**src/rtl/decode_stage.sv**
```systemverilog
// RV32I/RV64I decode pipeline stage: combinational decode on the input side,
// registered bundle behind a main + skid buffer with valid/ready on both sides.
//
// state | meaning
// EMPTY | no bundle held, in_ready=1, out_valid=0
// MAIN  | one bundle in main, skid empty
// FULL  | main and skid both occupied, in_ready=0
module decode_stage #(
  parameter int DATAW  = 32,
  parameter int ADDRW  = 5,
  parameter int N_BITS = $clog2(DATAW),
  parameter int PCW    = 32
) (
  input  logic              clk,
  input  logic              reset,
  input  logic              flush,
  input  logic              in_valid,
  output logic              in_ready,
  input  logic [31:0]       in_instr,
  input  logic [PCW-1:0]    in_pc,
  output logic              out_valid,
  input  logic              out_ready,
  output logic [PCW-1:0]    out_pc,
  output logic [31:0]       out_instr,
  output logic [6:0]        opcode,
  output logic [ADDRW-1:0]  addr_rd,
  output logic [ADDRW-1:0]  addr_rs1,
  output logic [ADDRW-1:0]  addr_rs2,
  output logic [2:0]        funct3,
  output logic [6:0]        funct7,
  output logic [DATAW-1:0]  imm,
  output logic [N_BITS-1:0] shamt,
  output logic [5:0]        fmt,
  output logic              rd_we,
  output logic              rs1_used,
  output logic              rs2_used,
  output logic              is_ecall,
  output logic              is_ebreak,
  output logic              illegal
);

  localparam logic [6:0] OP_R      = 7'b0110011;
  localparam logic [6:0] OP_IMM    = 7'b0010011;
  localparam logic [6:0] OP_LOAD   = 7'b0000011;
  localparam logic [6:0] OP_JALR   = 7'b1100111;
  localparam logic [6:0] OP_SYSTEM = 7'b1110011;
  localparam logic [6:0] OP_STORE  = 7'b0100011;
  localparam logic [6:0] OP_BRANCH = 7'b1100011;
  localparam logic [6:0] OP_LUI    = 7'b0110111;
  localparam logic [6:0] OP_AUIPC  = 7'b0010111;
  localparam logic [6:0] OP_JAL    = 7'b1101111;
  localparam logic [6:0] OP_FENCE  = 7'b0001111;

  localparam logic [5:0] FMT_R = 6'b000001;
  localparam logic [5:0] FMT_I = 6'b000010;
  localparam logic [5:0] FMT_S = 6'b000100;
  localparam logic [5:0] FMT_B = 6'b001000;
  localparam logic [5:0] FMT_U = 6'b010000;
  localparam logic [5:0] FMT_J = 6'b100000;

  // Bits above the shamt field, right-aligned; only instr[30] may be set (SRAI).
  localparam logic [11:0] SRAI_PAT = 12'h400 >> N_BITS;
  localparam logic [2:0]  ST_MAX   = (DATAW == 64) ? 3'd3 : 3'd2;

  typedef struct packed {
    logic [PCW-1:0]   pc;
    logic [31:0]      instr;
    logic [DATAW-1:0] imm;
    logic [5:0]       fmt;
    logic             rd_we;
    logic             rs1_used;
    logic             rs2_used;
    logic             is_ecall;
    logic             is_ebreak;
    logic             illegal;
  } bundle_t;

  typedef enum logic [1:0] {
    EMPTY = 2'b00,
    MAIN  = 2'b01,
    FULL  = 2'b11
  } state_e;

  state_e  state_q, state_d;
  bundle_t main_q, main_d;
  bundle_t skid_q, skid_d;
  bundle_t dec;

  logic [6:0]  op;
  logic [2:0]  f3;
  logic [6:0]  f7;
  logic [11:0] shift_hi;
  logic        bad;
  logic        sys;
  logic        in_fire;
  logic        out_fire;

  assign op = in_instr[6:0];
  assign f3 = in_instr[14:12];
  assign f7 = in_instr[31:25];

  always_comb begin
    dec       = '0;
    dec.pc    = in_pc;
    dec.instr = in_instr;
    bad       = 1'b0;
    sys       = 1'b0;
    shift_hi  = in_instr[31:20] >> N_BITS;
    case (op)
      OP_R: begin
        dec.fmt = FMT_R;
        bad = !((f7 == 7'h00) || ((f7 == 7'h20) && ((f3 == 3'd0) || (f3 == 3'd5))));
      end
      OP_IMM: begin
        dec.fmt = FMT_I;
        if ((f3 == 3'd1) || (f3 == 3'd5)) begin
          dec.imm = DATAW'(in_instr[20 +: N_BITS]);
          bad = !((shift_hi == 12'd0) || ((f3 == 3'd5) && (shift_hi == SRAI_PAT)));
        end else begin
          dec.imm = DATAW'($signed(in_instr[31:20]));
        end
      end
      OP_LOAD: begin
        dec.fmt = FMT_I;
        dec.imm = DATAW'($signed(in_instr[31:20]));
        bad = (DATAW == 64) ? (f3 == 3'd7) : ((f3 == 3'd3) || (f3 >= 3'd6));
      end
      OP_JALR: begin
        dec.fmt = FMT_I;
        dec.imm = DATAW'($signed(in_instr[31:20]));
        bad = (f3 != 3'd0);
      end
      OP_SYSTEM: begin
        sys = 1'b1;
        dec.fmt = FMT_I;
        dec.imm = DATAW'($signed(in_instr[31:20]));
        dec.is_ecall  = (in_instr == 32'h0000_0073);
        dec.is_ebreak = (in_instr == 32'h0010_0073);
        bad = !(dec.is_ecall || dec.is_ebreak);
      end
      OP_STORE: begin
        dec.fmt = FMT_S;
        dec.imm = DATAW'($signed({in_instr[31:25], in_instr[11:7]}));
        bad = (f3 > ST_MAX);
      end
      OP_BRANCH: begin
        dec.fmt = FMT_B;
        dec.imm = DATAW'($signed({in_instr[31], in_instr[7], in_instr[30:25],
                                  in_instr[11:8], 1'b0}));
        bad = (f3 == 3'd2) || (f3 == 3'd3);
      end
      OP_LUI, OP_AUIPC: begin
        dec.fmt = FMT_U;
        dec.imm = DATAW'($signed({in_instr[31:12], 12'b0}));
      end
      OP_JAL: begin
        dec.fmt = FMT_J;
        dec.imm = DATAW'($signed({in_instr[31], in_instr[19:12], in_instr[20],
                                  in_instr[30:21], 1'b0}));
      end
      OP_FENCE: ;
      default: bad = 1'b1;
    endcase
    dec.rd_we    = ((dec.fmt & (FMT_R | FMT_I | FMT_U | FMT_J)) != 6'd0) && !sys &&
                   (in_instr[11:7] != 5'd0);
    dec.rs1_used = ((dec.fmt & (FMT_R | FMT_I | FMT_S | FMT_B)) != 6'd0) && !sys;
    dec.rs2_used = ((dec.fmt & (FMT_R | FMT_S | FMT_B)) != 6'd0);
    if (bad) begin
      dec.imm       = '0;
      dec.fmt       = '0;
      dec.rd_we     = 1'b0;
      dec.rs1_used  = 1'b0;
      dec.rs2_used  = 1'b0;
      dec.is_ecall  = 1'b0;
      dec.is_ebreak = 1'b0;
    end
    dec.illegal = bad;
  end

  assign out_valid = (state_q != EMPTY);
  assign in_ready  = (state_q != FULL);
  assign in_fire   = in_valid & in_ready;
  assign out_fire  = out_valid & out_ready;

  always_ff @(posedge clk) begin
    if (reset) begin
      state_q <= EMPTY;
      main_q  <= '0;
      skid_q  <= '0;
    end else begin
      state_q <= state_d;
      main_q  <= main_d;
      skid_q  <= skid_d;
    end
  end

  always_comb begin
    state_d = state_q;
    main_d  = main_q;
    skid_d  = skid_q;
    if (flush) begin
      state_d = EMPTY;
    end else begin
      case (state_q)
        EMPTY: begin
          if (in_fire) begin
            main_d  = dec;
            state_d = MAIN;
          end
        end
        MAIN: begin
          if (in_fire && out_fire) begin
            main_d = dec;
          end else if (in_fire) begin
            skid_d  = dec;
            state_d = FULL;
          end else if (out_fire) begin
            state_d = EMPTY;
          end
        end
        FULL: begin
          if (out_fire) begin
            main_d  = skid_q;
            state_d = MAIN;
          end
        end
        default: state_d = EMPTY;
      endcase
    end
  end

  assign out_pc    = main_q.pc;
  assign out_instr = main_q.instr;
  assign opcode    = main_q.instr[6:0];
  assign addr_rd   = main_q.instr[7 +: ADDRW];
  assign addr_rs1  = main_q.instr[15 +: ADDRW];
  assign addr_rs2  = main_q.instr[20 +: ADDRW];
  assign funct3    = main_q.instr[14:12];
  assign funct7    = main_q.instr[31:25];
  assign shamt     = main_q.instr[20 +: N_BITS];
  assign imm       = main_q.imm;
  assign fmt       = main_q.fmt;
  assign rd_we     = main_q.rd_we;
  assign rs1_used  = main_q.rs1_used;
  assign rs2_used  = main_q.rs2_used;
  assign is_ecall  = main_q.is_ecall;
  assign is_ebreak = main_q.is_ebreak;
  assign illegal   = main_q.illegal;

endmodule

```
**config.mk**
```make
export PLATFORM = sky130hd
export DESIGN_NAME = decode_stage
export DESIGN_NICKNAME = d
export VERILOG_FILES = /design/src/rtl/decode_stage.sv
export SDC_FILE = /design/constraint.sdc
export NUM_CORES = 1
export LEC_CHECK = 0
export CAP_MARGIN = 15
export CORE_MARGIN = 4
export CORE_UTILIZATION = 51
export DETAILED_ROUTE_END_ITERATION = 6
export PLACE_DENSITY = 0.87
export SLEW_MARGIN = 20
export SYNTH_ARGS = -nofsm -noshare
export SYNTH_HDL_FRONTEND = slang
export SYNTH_SLANG_ARGS = --single-unit
```
**constraint.sdc**
```tcl
create_clock -name clk -period 2.68 [get_ports clk]
set_input_delay 0.268 -clock clk [delete_from_list [all_inputs] [get_ports clk]]
set_output_delay 0.268 -clock clk [all_outputs]
set_load 0.05 [all_outputs]
```
==> results.md <==
* Longest Clk Path Bufs at 3
* NumNets Final at 1,414
* Top-area cell type share of the netlist area at 44.7%
* Post-synth top flop: dfxtp_1
* Vias in the first global route at 8,863
* Number of synthesized flops with an enable pin at 0
* DRC at 0
* Initial antenna violation count at 0
* Via count at 9,285
* Fraction of layout cells with a size suffix above 1 at 8.64%
* GR Util met2 at 41.7%
* Vias per cell at 5.85
* Clock Skew at 0.0115 ns
* DRT Pass-1 Iters at 5
* Yosys top cell by area: dfxtp_1
* DRT Wirelength at 29,100 µm
* Synth area leaders: dfxtp_1 45%, mux2i_1 6.8%, nand2_1 6.8%
* Clock Sinks at 218
* Leak at 4.54 nW
* CTS tree: yes
* Dpl hpwl at 20,100 µm
* Pin count of the biggest net entering global routing at 88
* Max-slew headroom at 51.8%
* Clock insertion delay at the later pin of the skew report at 0.51 ns
* Pwr Total at 8.26 mW
* CP startpoint kind: flop
* Reg power frac at 41.9%
* Worst path most repeated cell: nor2_1
* Mapped Cells at 1,169
* Hold Path Class: in2reg
* WS Path Type: reg2reg
* Total grt overflow at 0
* GR peak layer: met2
* Sw Pwr at 2.40 mW
* CTS H-Tree Depth at 1
* Worst setup EP type: flop
* Final Slew Violations at 0
* Max-cap violations at 0
* Core footprint at 18,800 µm²
* Die X at 146 µm
* Iter 0 DRT Violations at 996
* Rows at 50
* DR WL/cell at 18.3 µm
* Die Ht at 146 µm
* Final hold slack at 0.241 ns
* Slowest CP cell: a2111oi_1
* CTS Buf Count at 23
* Final hold vios at 0
* Worst endpoint required time at 3.07 ns
* Tcrit/Tclk final at 90.3%
* Fillers at 1,460
* Final ANT Viol Nets at 0
* Fmax at 0.413 GHz
* Tmin final at 2.42 ns
* P_int at 5.87 mW
* Critical path arrival at 2.81 ns
* Crit-path max FO at 10
* Library cells used by synthesis at 53
* Antenna cells at 0
* Met3 Usage GRT at 5.74%
* Clock slew at reported path FFs at 0.07 ns
* Cts hold-fix bufs at 0
* Peak supply drop at 0.466 mV
* Actual slew at the worst max-slew pin at 0.722 ns
* Reg-to-reg slack, setup at 0.26 ns
* Sw Ratio at 29.0%
* M1 GR Usage at 35.6%
* Power per cell area at 640 nW/µm²
* Hold Crit Depth at 2
* Min-delay src: reset
* Clock network fraction of total power at 38.4%
* Register area share after synthesis at 44.7%
* Hold endpoint: skid_q[25]$_SDFFE_PP0P_
* Logic pwr share at 19.8%
* Area Growth Syn to Fin at 32.3%
* CTS Root Cell: clkbuf_16
* R2R Path Start: state_q[0]$_SDFFE_PP0P_
* R2r endpoint: imm[27]$_SDFFE_PP0P_
* Die Area at 21,400 µm²
* Synthesized area at 9760 µm²
* RSZ-0062 raised after global routing: no
* Critical Path Max Stage Delay at 0.45 ns
* Status: completed
* Synth Register Bits at 218
* Total setup buffers inserted after CTS at 0
* Finished Layout Cells at 1,588
* # IOs at 216
* Number of synthesis warnings at 0
* Syn Nets at 1,242
* FF-to-FF path depth at 7
* Initial core utilization at 52.0%
* Cells after DPL at 1,550
* Final GP Congestion at 0.970
* GRT Overall Usage at 26.1%
* CTS resizes at 0
* Mean area per synthesized cell at 8.35 µm²
* Ys async rst share at 0%
* Global-route wire length before repair at 46,800 µm
* PortBufs at 215
* Endpoints failing setup at 0
* Worst path cell trace: ha_4, nor2b_1, a2bb2oi_1, nor2_1, o21ai_2, nor2_1, a2111oi_1
placed cells by master (no fill, tap or decap), drive strengths merged, types with 3 or more instances in the layout:
cell | netlist | routed
a2111oi | 5 | 5
a211oi | 78 | 78
a21o | 19 | 19
a21oi | 117 | 117
a22o | 6 | 6
a22oi | 4 | 4
a31oi | 11 | 11
a32oi | 15 | 15
and2 | 3 | 3
and3 | 8 | 8
buf | 71 | 72
bufinv | 0 | 3
clkbuf | 67 | 33
clkdlybuf4s50 | 0 | 213
dfxtp | 218 | 218
ha | 4 | 4
inv | 8 | 8
mux2i | 66 | 66
nand2 | 178 | 178
nand2b | 4 | 4
nand3 | 49 | 49
nand3b | 14 | 14
nand4 | 8 | 8
nor2 | 124 | 124
nor2b | 7 | 7
nor3 | 18 | 18
nor4 | 4 | 4
o21ai | 22 | 22
o21bai | 8 | 8
o22ai | 3 | 3
o2bb2ai | 6 | 6
o31ai | 3 | 3
worst max-delay path: cells and delay by family (launching register included):
kind	cells	cell delay, ns
fa+ha+maj	1	0.25
flops	1	0.42
compound gates	3	1.05
simple gates	3	0.59
kinds of logic (layout without fill, tap and decap cells):
| group | Yosys count | after routing | share of synthesized area (%) |
|---|---|---|---|
| AOI/OAI and AO/OA | 310 | 310 | 21.3 |
| adders and majority gates | 4 | 4 | 0.513 |
| buffers and inverters | 146 | 331 | 7.59 |
| DFF | 218 | 218 | 44.7 |
| muxes | 66 | 66 | 6.77 |
| and+or+nand+nor | 425 | 425 | 19.1 |
metrics by stage:
step	setup WS, ns	area (µm²)	setup TNS, ns	util (%)
2_1_floorplan	0.486	9760	0	-
3_5_place_dp	-0.0481	12200	-0.372	64.9
3_3_place_gp	-0.0134	12200	-0.0539	64.9
4_1_cts	0.242	12900	0	68.8
5_1_grt	0.0343	12900	0	68.8
6_report	0.259	12900	0	68.8
synth_stat cells (3+ instances only):
| cell | count |
|---|---|
| a211oi_1 | 76 |
| a32oi_1 | 15 |
| buf_4 | 38 |
| a2111oi_1 | 3 |
| nor2_1 | 124 |
| a21o_1 | 19 |
| nand4_1 | 8 |
| o22ai_1 | 3 |
| and3_1 | 8 |
| o2bb2ai_1 | 6 |
| buf_6 | 3 |
| nand2b_1 | 4 |
| nor2b_1 | 7 |
| nor4_1 | 4 |
| a22o_1 | 6 |
| dfxtp_1 | 218 |
| nand3_1 | 49 |
| clkbuf_1 | 66 |
| a21oi_1 | 117 |
| nand3b_1 | 14 |
| buf_2 | 21 |
| a31oi_1 | 11 |
| a22oi_1 | 4 |
| buf_1 | 9 |
| o21bai_1 | 8 |
| nor3_1 | 18 |
| and2_1 | 3 |
| mux2i_1 | 66 |
| nand2_1 | 176 |
| o21ai_0 | 19 |
| inv_1 | 8 |
| ha_1 | 4 |
| o31ai_1 | 3 |
layer usage:
layer  part of all wire (%)  wire (µm)
met4                    2.4        711
met1                     43      12400
met5                      0          0
met2                     46      13500
met3                    8.6       2500
power groups by stage:
stage          Clock, mW  Sequential (mW)  Combinational (mW)
6_report            3.17             3.46                1.63
5_1_grt             3.34             3.48                1.72
4_1_cts             3.20             3.46                1.63
3_5_place_dp           0             3.53                1.63
3_3_place_gp           0             3.53                1.61
2_1_floorplan          0             3.91               0.662
area by class of cell:
cell class	instances	area [µm²]	share of cell area [%]
sequential	218	4360	33.8
multi-input combinational	805	4690	36.3
timing repair buffer	285	2800	21.7
inverter	8	30.0	0.233
clock buffer	33	633	4.90
clock inverter	5	103	0.794
tap	234	293	2.27
flip-flops by register name (all words and copies together), names as in the netlist:
name,flops
skid_q,108
rs2_used,1
state_q,2
out_pc,32
illegal,1
rs1_used,1
is_ecall,1
imm,32
fmt,6
is_ebreak,1
rd_we,1
out_instr,32
worst max path at each step:
stage	from	endpoint	slack, ns	depth (start not counted)
final	state_q[0]$_SDFFE_PP0P_	imm[27]$_SDFFE_PP0P_	0.26	7
after global routing	state_q[0]$_SDFFE_PP0P_	imm[26]$_SDFFE_PP0P_	0.03	7
after CTS	state_q[0]$_SDFFE_PP0P_	out_valid	0.24	4
after detailed placement	in_instr[5]	imm[8]$_SDFFE_PP0P_	-0.05	10
after global placement	in_instr[6]	fmt[0]$_SDFFE_PP0P_	-0.01	11
after floorplan	state_q[0]$_SDFFE_PP0P_	imm[29]$_SDFFE_PP0P_	0.49	10
(Power assumes the default switching activity.)
